<file path="src/rtl/serial_frame_pkg.sv">
// Shared types and constants for the serial frame receiver.
// Line levels and the bit-counter sizing helper live here so the top and the bench agree.
package serial_frame_pkg;

  typedef enum logic [1:0] {
    IDLE   = 2'd0,
    DATA   = 2'd1,
    PARITY = 2'd2,
    STOP   = 2'd3
  } state_t;

  localparam logic START_BIT  = 1'b1;
  localparam logic STOP_BIT   = 1'b0;
  localparam logic IDLE_LEVEL = 1'b0;

  // The counter only has to reach DATA_W-1, so it never needs more than clog2(DATA_W) bits.
  function automatic int cnt_width(input int data_w);
    return (data_w <= 2) ? 1 : $clog2(data_w);
  endfunction

endpackage

</file>
<file path="src/rtl/serial_frame_obuf.sv">
// One-entry valid/ready holding register for received words.
// A load is accepted when empty or when popped at the same edge; otherwise it reports overrun.
module serial_frame_obuf #(
  parameter int DATA_W = 8
) (
  input  logic              clk,
  input  logic              rst,
  input  logic              load,
  input  logic [DATA_W-1:0] load_data,
  input  logic              pop,
  output logic [DATA_W-1:0] data,
  output logic              valid,
  output logic              overrun
);

  logic accept;

  assign accept = load && (!valid || pop);

  always_ff @(posedge clk or posedge rst) begin
    if (rst) begin
      data    <= '0;
      valid   <= 1'b0;
      overrun <= 1'b0;
    end else begin
      overrun <= load && valid && !pop;
      if (accept) begin
        data  <= load_data;
        valid <= 1'b1;
      end else if (valid && pop) begin
        valid <= 1'b0;
      end
    end
  end

endmodule

</file>
<file path="src/rtl/serial_frame_rx.sv">
// Serial frame receiver: start bit, DATA_W bits MSB first, optional even parity, stop bit.
// Good words go to a one-entry output buffer; bad frames raise a one-cycle error pulse.
module serial_frame_rx
  import serial_frame_pkg::*;
#(
  parameter int DATA_W    = 8,
  parameter bit PARITY_EN = 1'b1
) (
  input  logic              clk,
  input  logic              rst,
  input  logic              din,
  output logic [DATA_W-1:0] dout,
  output logic              dout_valid,
  input  logic              dout_ready,
  output logic              parity_err,
  output logic              frame_err,
  output logic              overrun,
  output logic              busy
);

  localparam int              CNT_W    = cnt_width(DATA_W);
  localparam logic [CNT_W-1:0] LAST_BIT = CNT_W'(DATA_W - 1);

  state_t            state_q, state_d;
  logic [CNT_W-1:0]  cnt_q;
  logic [DATA_W-1:0] shift_q;
  logic              par_q;
  logic              parity_ok;
  logic              load_req;
  logic              perr_d;
  logic              ferr_d;

  always_comb begin
    state_d   = state_q;
    perr_d    = 1'b0;
    ferr_d    = 1'b0;
    load_req  = 1'b0;
    parity_ok = PARITY_EN ? ~par_q : 1'b1;
    case (state_q)
      IDLE:   if (din == START_BIT) state_d = DATA;
      DATA:   if (cnt_q == LAST_BIT) state_d = PARITY_EN ? PARITY : STOP;
      PARITY: state_d = STOP;
      STOP: begin
        // Framing beats parity beats overrun; exactly one outcome per frame.
        state_d = IDLE;
        if (din != STOP_BIT)  ferr_d   = 1'b1;
        else if (!parity_ok)  perr_d   = 1'b1;
        else                  load_req = 1'b1;
      end
      default: state_d = IDLE;
    endcase
  end

  always_ff @(posedge clk or posedge rst) begin
    if (rst) begin
      state_q    <= IDLE;
      cnt_q      <= '0;
      shift_q    <= '0;
      par_q      <= 1'b0;
      parity_err <= 1'b0;
      frame_err  <= 1'b0;
    end else begin
      state_q    <= state_d;
      parity_err <= perr_d;
      frame_err  <= ferr_d;
      case (state_q)
        IDLE: begin
          cnt_q <= '0;
          par_q <= 1'b0;
        end
        DATA: begin
          shift_q <= {shift_q[DATA_W-2:0], din};
          cnt_q   <= cnt_q + CNT_W'(1);
          par_q   <= par_q ^ din;
        end
        PARITY: par_q <= par_q ^ din;
        default: ;
      endcase
    end
  end

  assign busy = (state_q != IDLE);

  serial_frame_obuf #(.DATA_W(DATA_W)) u_obuf (
    .clk       (clk),
    .rst       (rst),
    .load      (load_req),
    .load_data (shift_q),
    .pop       (dout_ready),
    .data      (dout),
    .valid     (dout_valid),
    .overrun   (overrun)
  );

endmodule

</file>
<file path="config.mk">
export PLATFORM = sky130hd
export DESIGN_NAME = serial_frame_rx
export DESIGN_NICKNAME = d
export VERILOG_FILES = /design/src/rtl/serial_frame_pkg.sv /design/src/rtl/serial_frame_obuf.sv /design/src/rtl/serial_frame_rx.sv
export SDC_FILE = /design/constraint.sdc
export NUM_CORES = 1
export LEC_CHECK = 0
export BUFFER_PORTS_ARGS = -buffer_cell sky130_fd_sc_hd__buf_2
export CAP_MARGIN = 5
export CORE_ASPECT_RATIO = 1.25
export CORE_MARGIN = 4
export CORE_UTILIZATION = 56
export CTS_CLUSTER_SIZE = 16
export DETAILED_ROUTE_END_ITERATION = 12
export GPL_TIMING_DRIVEN = 0
export HOLD_SLACK_MARGIN = 0.05
export PLACE_DENSITY = 0.78
export SKIP_CTS_REPAIR_TIMING = 1
export SLEW_MARGIN = 20
export SYNTH_ARGS = -nofsm -noshare
export SYNTH_HDL_FRONTEND = slang
export SYNTH_SLANG_ARGS = --single-unit
</file>
<file path="constraint.sdc">
create_clock -name clk -period 3.2 [get_ports clk]
set_input_delay 0.32 -clock clk [delete_from_list [all_inputs] [get_ports clk]]
set_output_delay 0.32 -clock clk [all_outputs]
set_load 0.02 [all_outputs]
</file>
==> run_results.csv <==
group,metric,value,unit
place,placement.io_buffers,16,
floorplanning,pin_count,17,
place,rd_place_congestion,0.668,
detailed_routing,drt_iter0_markers,4,
sta,report.final.hold_viol_count,0,
sta,fin_skew,3.23,ps
critical_path,worstSetupPathType,"flop to output pin",
detailed_routing,drcViolationCount,0,
floorplanning,die-height,59.5,um
detailed_routing,wirelength,1650,um
grt,number_of_global_route_vias_before_repair,749,
floorplanning,initial_utilization,59.3,%
grt,globalRouteTotalUtil,13.3,%
finish,syn2layout_area_growth,11.9,%
sta,report.final.setup_viol,0,
sta,tightest_slew,942,ps
clock_network,cts_tree,"built",
finish,layout-drive-gt1-share,40.6,%
job,maxCapViolCount,0,
floorplanning,core-area,2000,um^2
detailed_routing,route.top_layer_used,"met3",
detailed_routing,met1Wirelength,679,um
critical_path,cp_max_fo,5,
detailed_routing,ant_nets,0,
clock_network,worst_setup_hold_path_clk_slew,130,ps
clock_network,clkSinkCount,26,
clock_network,h_tree_depth_reported_by_cts,1,
detailed_routing,detailed_route_wirelength_on_metal2,912,um
grt,global_route.overflow_total,0,
grt,maximum_number_of_pins_on_one_net_before_global_route_repair,27,
sta,rsz0062_at_grt,"false",
floorplanning,die_width,49.2,um
critical_path,worst_ep_required_time,2880,ps
logic_synthesis,synth_nets,101,
power,static-leakage-power,0.691,nW
logic_synthesis,share_of_synthesized_area_occupied_by_flip_flops_and_latches,54.7,%
sta,drv_slew,0,
outcome,outcome,"complete, no violations",
clock_network,clock_tree.root_cell,"sky130_fd_sc_hd__clkbuf_4",
logic_synthesis,post_synth_instance_area,1190,um^2
sta,finalWorstPathRequiredPeriod,1680,ps
detailed_routing,route.detailed.vias_per_inst,5.13,
power,power_per_cell_area,991,nW/um^2
logic_synthesis,synthesis.instances,86,
detailed_routing,dr.pass1.iters,4,
sta,maxClockFrequency,597,MHz
grt,initial_antenna_violation_count,0,
grt,grt_first_pass_wirelength,2990,um
sta,finalSetupTns,0,ps
detailed_routing,via_count,647,
floorplanning,floorplan.die_area,2930,um^2
clock_network,num_cts_buffers,3,
logic_synthesis,synth.yosys.warnings,0,
detailed_routing,met3_wirelength,59,um
logic_synthesis,avgSynthCellArea,13.8,um^2
sta,fin_hold_ws,200,ps
critical_path,critical_path_arrival,1360,ps
place,post_dp_hpwl,1270,um
floorplanning,num_rows,18,
finish,fillCellCount,149,
logic_synthesis,yosys_register_bits,26,
sta,tcrit_tclk_final,52.4,%
finish,final_nets,122,
critical_path,cp-end-kind,"output pin",
logic_synthesis,synthDistinctLibCells,19,
power,vdd_ir_drop_max,575,uV
detailed_routing,routed_wire_length_per_instance,13.1,um
clock_network,cts_buffer_depth,2,
power,post-layout-total-power,0.00132,W
finish,antenna_cells_inserted,0,
sta,worst_slew_margin,37.1,%
critical_path,startpoint_type,"flop",
min_path,hold_class,"primary input to asynchronous set/reset pin",
clock_network,clk_latency,310,ps
-- flip-flops by register name, summed over array words and instances, names as in the netlist --
signal	flops
u_obuf.data	8
u_obuf.overrun	1
state_q	2
cnt_q	3
par_q	1
frame_err	1
u_obuf.valid	1
parity_err	1
shift_q	8
-- area by class of cell --
type	count	area (um^2)	share of cell area, %
plain buffers	2	16.3	1.22
clock buffers	4	36.3	2.73
inverters	7	26.3	1.98
multi-input cells	51	495	37.3
flip-flops and latches	26	651	48.9
well taps	20	25.0	1.88
repair buffers	16	80.1	6.02
-- report_power, final --
group / internal [W] / switching, W / leakage, nW
Combinational: 0.000298 / 0.000294 / 0.349
Clock: 0.0000694 / 0.0000891 / 0.0210
Sequential: 0.000475 / 0.0000935 / 0.321
-- layer usage --
layer,global-route usage [%],vias to the layer above
met1,14.9,315
met5,0,-
met4,6.10,0
li1,-,322
met2,24.5,10
met3,2.27,0
-- synth_stat cells --
cell type | count | area share [%]
sky130_fd_sc_hd__nand2_1 | 8 | 2.5
sky130_fd_sc_hd__o22ai_2 | 1 | 1.1
sky130_fd_sc_hd__nand2b_4 | 1 | 1.2
sky130_fd_sc_hd__inv_1 | 6 | 1.9
sky130_fd_sc_hd__mux2_4 | 8 | 10
sky130_fd_sc_hd__mux2_2 | 8 | 7.6
sky130_fd_sc_hd__buf_2 | 1 | 0.42
sky130_fd_sc_hd__nor2_1 | 3 | 0.95
sky130_fd_sc_hd__nor2b_4 | 1 | 1.2
sky130_fd_sc_hd__mux2_1 | 1 | 0.95
sky130_fd_sc_hd__dfrtp_1 | 26 | 55
sky130_fd_sc_hd__mux2i_1 | 1 | 0.84
sky130_fd_sc_hd__inv_2 | 1 | 0.32
sky130_fd_sc_hd__buf_6 | 1 | 0.95
sky130_fd_sc_hd__nand2b_1 | 1 | 0.53
sky130_fd_sc_hd__o21ai_0 | 4 | 1.7
sky130_fd_sc_hd__and2_1 | 2 | 1.1
sky130_fd_sc_hd__ha_1 | 11 | 12
sky130_fd_sc_hd__nand2_2 | 1 | 0.53
-- stage by stage --
stage | setup WS (ps) | utilization [%] | instance area (um^2) | std cells
3_5_place_dp | 1590 | 64.5 | 1290 | 122
5_1_grt | 1390 | 66.4 | 1330 | 126
2_1_floorplan | 1730 | - | 1190 | 86
6_report | 1520 | 66.4 | 1330 | 126
4_1_cts | 1500 | 66.4 | 1330 | 126
3_3_place_gp | 1630 | 64.5 | 1290 | 122
-- final timing paths --
path / endpoint / cells past startpoint / slack (ps) / from
worst max-delay path: busy / 4 / 1520 / state_q[0]
max in group asynchronous: par_q / 2 / 2430 / rst
worst min register to register: cnt_q[2] / 2 / 510 / cnt_q[2]
worst max register to register: state_q[1] / 6 / 1570 / state_q[1]
min in group clk: u_obuf.overrun / 3 / 260 / dout_ready
worst min-delay path: u_obuf.data[0] / 2 / 200 / rst
-- logic make-up (layout without fill, tap and decap cells) --
logic type               after synthesis  count (layout)  share of synthesized area (%)
buffers and inverters                  9              29                           3.58
AO/OA/AOI/OAI                          5               5                           2.74
flip-flops                            26              26                           54.7
adder cells (fa/ha/maj)               11              11                           11.6
multiplexers                          18              18                           19.5
AND/OR/NAND/NOR                       17              17                           7.89
-- layout by cell type, fill, tap and decap left out, drive strengths merged --
| master | count |
|---|---|
| clkbuf | 4 |
| o21ai | 4 |
| mux2 | 17 |
| o22ai | 1 |
| ha | 11 |
| nand2 | 9 |
| dfrtp | 26 |
| buf | 18 |
| nor2b | 1 |
| and2 | 2 |
| nand2b | 2 |
| nor2 | 3 |
| mux2i | 1 |
| inv | 7 |
-- critical path: stages (launching register included) --
cell and delay, ps:
sky130_fd_sc_hd__dfrtp_1 450, sky130_fd_sc_hd__inv_1 120, sky130_fd_sc_hd__ha_1 230, sky130_fd_sc_hd__inv_1 90
sky130_fd_sc_hd__buf_2 170
No activity file was read; power rests on OpenSTA's default activity.
